--- src/rtl/pi_fifo_arb.sv ---
// Two-requester packet arbiter in front of a byte FIFO, clocked on the falling edge of clk.
// Optional idle-lock timeout is built only when PI_FIFO_ARB_TMO_EN is defined.
module pi_fifo_arb #(
    parameter int FREE_MIN = 2,
    parameter int TMO_CYC  = 1024
) (
    input  logic        clk,
    input  logic        sys_rst,
    input  logic        req0_valid,
    input  logic [7:0]  req0_data,
    input  logic        req0_last,
    output logic        req0_ready,
    input  logic        req1_valid,
    input  logic [7:0]  req1_data,
    input  logic        req1_last,
    output logic        req1_ready,
    input  logic [10:0] fifo_free,
    output logic        fifo_we,
    output logic [7:0]  fifo_di,
    output logic [1:0]  grant,
    output logic [15:0] pkt_cnt0,
    output logic [15:0] pkt_cnt1,
    output logic        tmo_err
);
    localparam logic [1:0]  IDLE = 2'd0;
    localparam logic [1:0]  GNT0 = 2'd1;
    localparam logic [1:0]  GNT1 = 2'd2;
    localparam logic [10:0] FREE_MIN_W = 11'(FREE_MIN);
    localparam logic [15:0] TMO_LIMIT  = 16'(TMO_CYC - 1);

    logic [1:0]  state_q, state_d;
    logic        last_gnt_q, last_gnt_d;
    logic        fifo_we_q;
    logic [7:0]  fifo_di_q, fifo_di_d;
    logic [15:0] pkt_cnt0_q, pkt_cnt0_d;
    logic [15:0] pkt_cnt1_q, pkt_cnt1_d;
    logic        space_ok, xfer0, xfer1, xfer, done0, done1, tmo_hit;

    assign space_ok   = (fifo_free >= FREE_MIN_W);
    assign req0_ready = (state_q == GNT0) & space_ok;
    assign req1_ready = (state_q == GNT1) & space_ok;
    assign xfer0      = req0_valid & req0_ready;
    assign xfer1      = req1_valid & req1_ready;
    assign xfer       = xfer0 | xfer1;
    assign done0      = xfer0 & req0_last;
    assign done1      = xfer1 & req1_last;

    assign grant    = {state_q == GNT1, state_q == GNT0};
    assign fifo_we  = fifo_we_q;
    assign fifo_di  = fifo_di_q;
    assign pkt_cnt0 = pkt_cnt0_q;
    assign pkt_cnt1 = pkt_cnt1_q;

    always_comb begin
        state_d    = state_q;
        last_gnt_d = last_gnt_q;
        case (state_q)
            IDLE: begin
                // last_gnt_q names the most recent owner, so the other side wins a tie
                if (req0_valid && req1_valid) state_d = last_gnt_q ? GNT0 : GNT1;
                else if (req0_valid)          state_d = GNT0;
                else if (req1_valid)          state_d = GNT1;
            end
            GNT0:    if (done0) state_d = IDLE;
            GNT1:    if (done1) state_d = IDLE;
            default: state_d = IDLE;
        endcase
        if (tmo_hit) state_d = IDLE;
        if (state_q == IDLE && state_d == GNT0) last_gnt_d = 1'b0;
        if (state_q == IDLE && state_d == GNT1) last_gnt_d = 1'b1;
    end

    always_comb begin
        fifo_di_d  = fifo_di_q;
        if (xfer) fifo_di_d = xfer1 ? req1_data : req0_data;
        pkt_cnt0_d = pkt_cnt0_q + {15'd0, done0};
        pkt_cnt1_d = pkt_cnt1_q + {15'd0, done1};
    end

    always_ff @(negedge clk or posedge sys_rst) begin
        if (sys_rst) begin
            state_q    <= IDLE;
            last_gnt_q <= 1'b1;
            fifo_we_q  <= 1'b0;
            fifo_di_q  <= 8'd0;
            pkt_cnt0_q <= 16'd0;
            pkt_cnt1_q <= 16'd0;
        end else begin
            state_q    <= state_d;
            last_gnt_q <= last_gnt_d;
            fifo_we_q  <= xfer;
            fifo_di_q  <= fifo_di_d;
            pkt_cnt0_q <= pkt_cnt0_d;
            pkt_cnt1_q <= pkt_cnt1_d;
        end
    end

`ifdef PI_FIFO_ARB_TMO_EN
    logic [15:0] tmo_cnt_q, tmo_cnt_d;
    logic        tmo_err_q;
    logic        owner_stall;

    assign owner_stall = ((state_q == GNT0) & ~req0_valid) | ((state_q == GNT1) & ~req1_valid);
    assign tmo_hit     = owner_stall & (tmo_cnt_q == TMO_LIMIT);
    assign tmo_err     = tmo_err_q;

    always_comb begin
        tmo_cnt_d = tmo_cnt_q;
        if (xfer || state_d == IDLE) tmo_cnt_d = 16'd0;
        else if (owner_stall)        tmo_cnt_d = tmo_cnt_q + 16'd1;
    end

    always_ff @(negedge clk or posedge sys_rst) begin
        if (sys_rst) begin
            tmo_cnt_q <= 16'd0;
            tmo_err_q <= 1'b0;
        end else begin
            tmo_cnt_q <= tmo_cnt_d;
            tmo_err_q <= tmo_err_q | tmo_hit;
        end
    end
`else
    logic tmo_unused;
    assign tmo_unused = ^TMO_LIMIT;
    assign tmo_hit    = 1'b0;
    assign tmo_err    = 1'b0;
`endif

endmodule

--- config.mk ---
export PLATFORM = sky130hd
export DESIGN_NAME = pi_fifo_arb
export DESIGN_NICKNAME = d
export VERILOG_FILES = /design/src/rtl/pi_fifo_arb.sv
export SDC_FILE = /design/constraint.sdc
export NUM_CORES = 1
export LEC_CHECK = 0
export CAP_MARGIN = 40
export CORE_MARGIN = 2
export CORE_UTILIZATION = 30
export DETAILED_ROUTE_END_ITERATION = 8
export SYNTH_ARGS = -nofsm -noshare
export SYNTH_HDL_FRONTEND = slang
export SYNTH_SLANG_ARGS = --single-unit
--- constraint.sdc ---
create_clock -name clk -period 2.8 [get_ports clk]
set_clock_uncertainty 0.05 [all_clocks]
set_input_delay 0.42 -clock clk [delete_from_list [all_inputs] [get_ports clk]]
set_output_delay 0.42 -clock clk [all_outputs]
set_load 0.01 [all_outputs]
==> results by stage <==
STA:
- The total setup violations reported at the end of the flow is 47.
- Setup repair after global routing could not meet its margin everywhere.
- The final-report max-slew violation count is 0.
- The summed negative setup slack over all endpoints is -26.66 ns.
- The number of hold violations in the final report is 0.
- The slack of the critical path is -0.708 ns.

Layout:
- The layout has 585 filler cells.
- 0 antenna diodes ended up in the layout.
- The share of layout cells above drive strength 1 is 53.4%.
- The number of nets in the layout is 380.
- The number of standard cells in the layout, taps in and fillers out is 420.
- Compared with the post-synthesis result, the final layout area differs by 80.4%.

Worst setup path:
- The worst register-to-register path begins at state_q[1]$_DFF_NP0_.
- Walking the worst path, the cells encountered are buf_6, or4_4, nor4_4, buf_6, nor3_4, ha_4, ha_4, and3_4, nand4_1, xnor2_1.
- The length in cells of the worst reg-to-reg path is 10.
- The largest incremental delay on the critical path is 0.53 ns.
- The endpoint identified for the worst register-to-register timing path is pkt_cnt1[9]$_DFF_NP0_.
- Data on the critical path is required at its endpoint by 1.49 ns.
- The launching element of the worst setup path is fifo_free[4].
- The cell with the largest stage delay on the worst path is sky130_fd_sc_hd__or4_4.
- The critical path class is primary input to flop.
- STA puts the critical path data arrival time at 2.20 ns.
- The kind of capture point of the worst setup path is a flop.
- The worst setup path is launched from a primary input.
- The register-to-register setup slack is 0.75 ns.
- The critical-path maximum fanout is 5.

Worst hold path:
- Along the worst hold path, the cell count comes to 1.
- The startpoint identified for the worst hold timing path is fifo_di[2]$_DFFE_NP0P_.
- The end of the worst hold path is fifo_di[2]$_DFFE_NP0P_.
- The class of the tightest hold or removal check is flop to flop.

Routing:
- The number of DRC markers in iteration 0 is 58.
- The post-route DRC violation count is 0.
- The detail route stage leaves a number of antenna-violating nets equal to 0.
- The wire length per cell is 13.2 um.
- The average via count per standard cell is 4.65.
- For this block, the routed nets add up to 5530 um of wire.
- The total via count in the routed design is 1,955.
- The first detailed-routing pass took 4 iterations.

Logic synthesis:
- After synthesis, the largest family of logic cells by area is simple AND/OR/NAND/NOR gates.
- After synthesis, the mean cell area works out to 10.8 sq um.
- For this run, asynchronously set or reset flops after synthesis account for 100%.
- The number of enable-type register cells in the synthesized netlist is 0.
- By count the netlist is led by sky130_fd_sc_hd__dfrtn_1 (43), sky130_fd_sc_hd__xnor2_1 (23), sky130_fd_sc_hd__nand3_1 (15).
- The synthesized instance count is 188.
- The share of the synthesized area in compound gates (AO/OA/AOI/OAI) is 7.08%.
- The commonest register cell after synthesis is sky130_fd_sc_hd__dfrtn_1.
- Of all cell types, the one taking the most synthesized area is sky130_fd_sc_hd__dfrtn_1.
- The register bit count reported by yosys is 44.
- The area share of xor/xnor cells in the synthesized design is 12.1%.
- The number of different library cells used by synthesis comes to 28.
- The simple-gate portion of the synthesized area is 20.4%.
- Of the post-synthesis cell area, the part taken by muxes is 0.554%.
- Counting every net in the synthesized netlist gives 225.
- The post-synthesis instance area is 2030 sq um.
- During synthesis, Yosys emitted a total of 0 warnings.
- Ranked by total cell area, the synthesized netlist is headed by sky130_fd_sc_hd__dfrtn_1 (53%), sky130_fd_sc_hd__xnor2_1 (9.9%), sky130_fd_sc_hd__nand3_1 (3.7%).
- In this run the biggest area consumer among cell types represents 53.0% of the synthesized area.
- The share of the Yosys chip area taken by registers is 54.2%.
- Yosys instantiated no cell more often than sky130_fd_sc_hd__dfrtn_1.
- Summing the areas of all fa, ha and maj instances in the mapped netlist gives 2.46% of the synthesized area.

Die:
- In this run the horizontal extent of the chip is 86.3 um.
- Once the floorplan was initialized, standard cells occupied 31.5% of the core.
- 79 I/O pins were placed.
- The number of cell rows is 29.
- The y dimension of the die is 86.3 um.
- The area enclosed by the die boundary is 7450 sq um.
- The floorplan step defined a core boundary enclosing 6460 sq um.

Global routing:
- The maximum number of pins on one net before global-route repair is 20.
- The wire length of the first global-routing pass is 9000 um.
- The number of global-route vias before repair is 2,006.
- The overall routing resource usage is 15.2%.
- The initial antenna violation count is 0.
- The sum of overflow across all layers after global routing is 0.

Clock tree:
- Clock-pin slew was measured on the worst setup and hold paths at 0.05 ns.
- The root cell of the clock tree is sky130_fd_sc_hd__clkbuf_8.
- The H-tree generated during clock tree synthesis spans 2 levels.
- The clock reaches the later pin of the worst-skew pair after 0.34 ns.
- TritonCTS built the clock tree.
- The buffer depth of the longest clock path is 2.
- The number of clock sinks is 44.
- The number of CTS-inserted buffers is 5.

Placed design:
- The cell count after placement is 390.
- The final weighted congestion in routability-driven placement is 0.774.
- After legalization and detailed placement, the total HPWL measured 3980 um.
- In this run the tool buffered the top-level ports with 76 buffer cells.

Run status:
- The checks that failed: setup timing.
- The run finished, with violations left.

Pwr:
- The worst-case IR drop observed on VDD is 298 uV.
- The leakage power of the design is 1.80 nW.
- For this design the ratio of total power to cell area is 614 nW/um^2.

Job:
- Across the run, the number of max-cap violations was 0.
-- worst max path at each step --
stage / to / slack, ns / depth (start not counted)
floorplan: pkt_cnt0[14]$_DFF_NP0_ / -1.25 / 10
global placement: pkt_cnt1[12]$_DFF_NP0_ / -1.47 / 9
detailed placement: pkt_cnt1[12]$_DFF_NP0_ / -1.48 / 9
CTS: pkt_cnt1[12]$_DFF_NP0_ / -0.71 / 10
global route: pkt_cnt0[14]$_DFF_NP0_ / -0.75 / 10
finish: pkt_cnt0[14]$_DFF_NP0_ / -0.71 / 10
-- stage by stage --
| step | instance area, sq um | worst slack, ns | util [%] | hold WS [ns] | total power (W) |
|---|---|---|---|---|---|
| final | 3670 | -0.708 | 56.8 | 0.412 | 0.00225 |
| after global routing | 3670 | -0.753 | 56.8 | 0.444 | 0.00241 |
| after CTS | 3520 | -0.711 | 54.5 | 0.412 | 0.00224 |
| after detailed placement | 3330 | -1.48 | 51.6 | 0.412 | 0.00184 |
| after global placement | 3330 | -1.47 | 51.6 | 0.401 | 0.00182 |
| after floorplan | 2090 | -1.25 | - | 0.393 | 0.00126 |
-- registers in the layout (all words and copies together) (netlist names) --
signal and count:
last_gnt_q 1, pkt_cnt1 16, fifo_we 1, state_q 2, fifo_di 8, pkt_cnt0 16
-- routing by layer --
layer | share of wire (%) | global-route usage, % | routed length [um]
met1 | 41 | 18.5 | 2260
met2 | 53 | 26.9 | 2920
met3 | 4.8 | 3.05 | 263
met4 | 1.5 | 5.40 | 82
met5 | 0 | 0 | 0
-- cells in the final DEF (no fill, tap or decap), drive strengths merged, types with 4 or more instances in the layout --
cell type        n
o22a             8
dfrtn           43
clkbuf           6
a21oi           10
xnor2           23
xor2             5
and3             7
ha               4
and4             4
buf            128
nor3            12
nand3           15
nand4            6
inv              4
nor2            12
clkdlybuf4s50   23
nand2           12
-- cell families (layout without fill, tap and decap cells) --
logic type               after synthesis  count (layout)
adder cells (fa/ha/maj)                4               4
AO/OA/AOI/OAI                         22              22
multiplexers                           1               1
other                                  1               1
buffers and inverters                 13             168
flip-flops                            44              44
XOR/XNOR                              28              28
AND/OR/NAND/NOR                       75              75
-- layout make-up --
cell class / instances / area (sq um) / share of cell area, %
multi-input combinational: 131 / 1160 / 31.5
tap: 77 / 96.3 / 2.63
clock inverter: 2 / 8.76 / 0.239
timing repair buffer: 156 / 1210 / 33.0
inverter: 4 / 18.8 / 0.512
sequential: 44 / 1100 / 30.1
clock buffer: 6 / 72.6 / 1.98
-- worst max-delay path: cells and delay by family --
kind	cells	cell delay, ns
adder cells (fa/ha/maj)	2	0.33
XOR/XNOR	1	0.06
AND/OR/NAND/NOR	5	1.13
buffers and inverters	2	0.25
-- where the power goes --
part	internal (W)	switching, W
Clock	0.000171	0.000206
Combinational	0.000531	0.000483
Sequential	0.000784	0.0000759
-- timing repair --
item,CTS,global route
gates resized for setup,233,35
setup endpoints to repair,88,51
setup buffers,18,8
pin swaps,32,15
hold buffers,0,0
No activity file was read; power rests on OpenSTA's default activity.
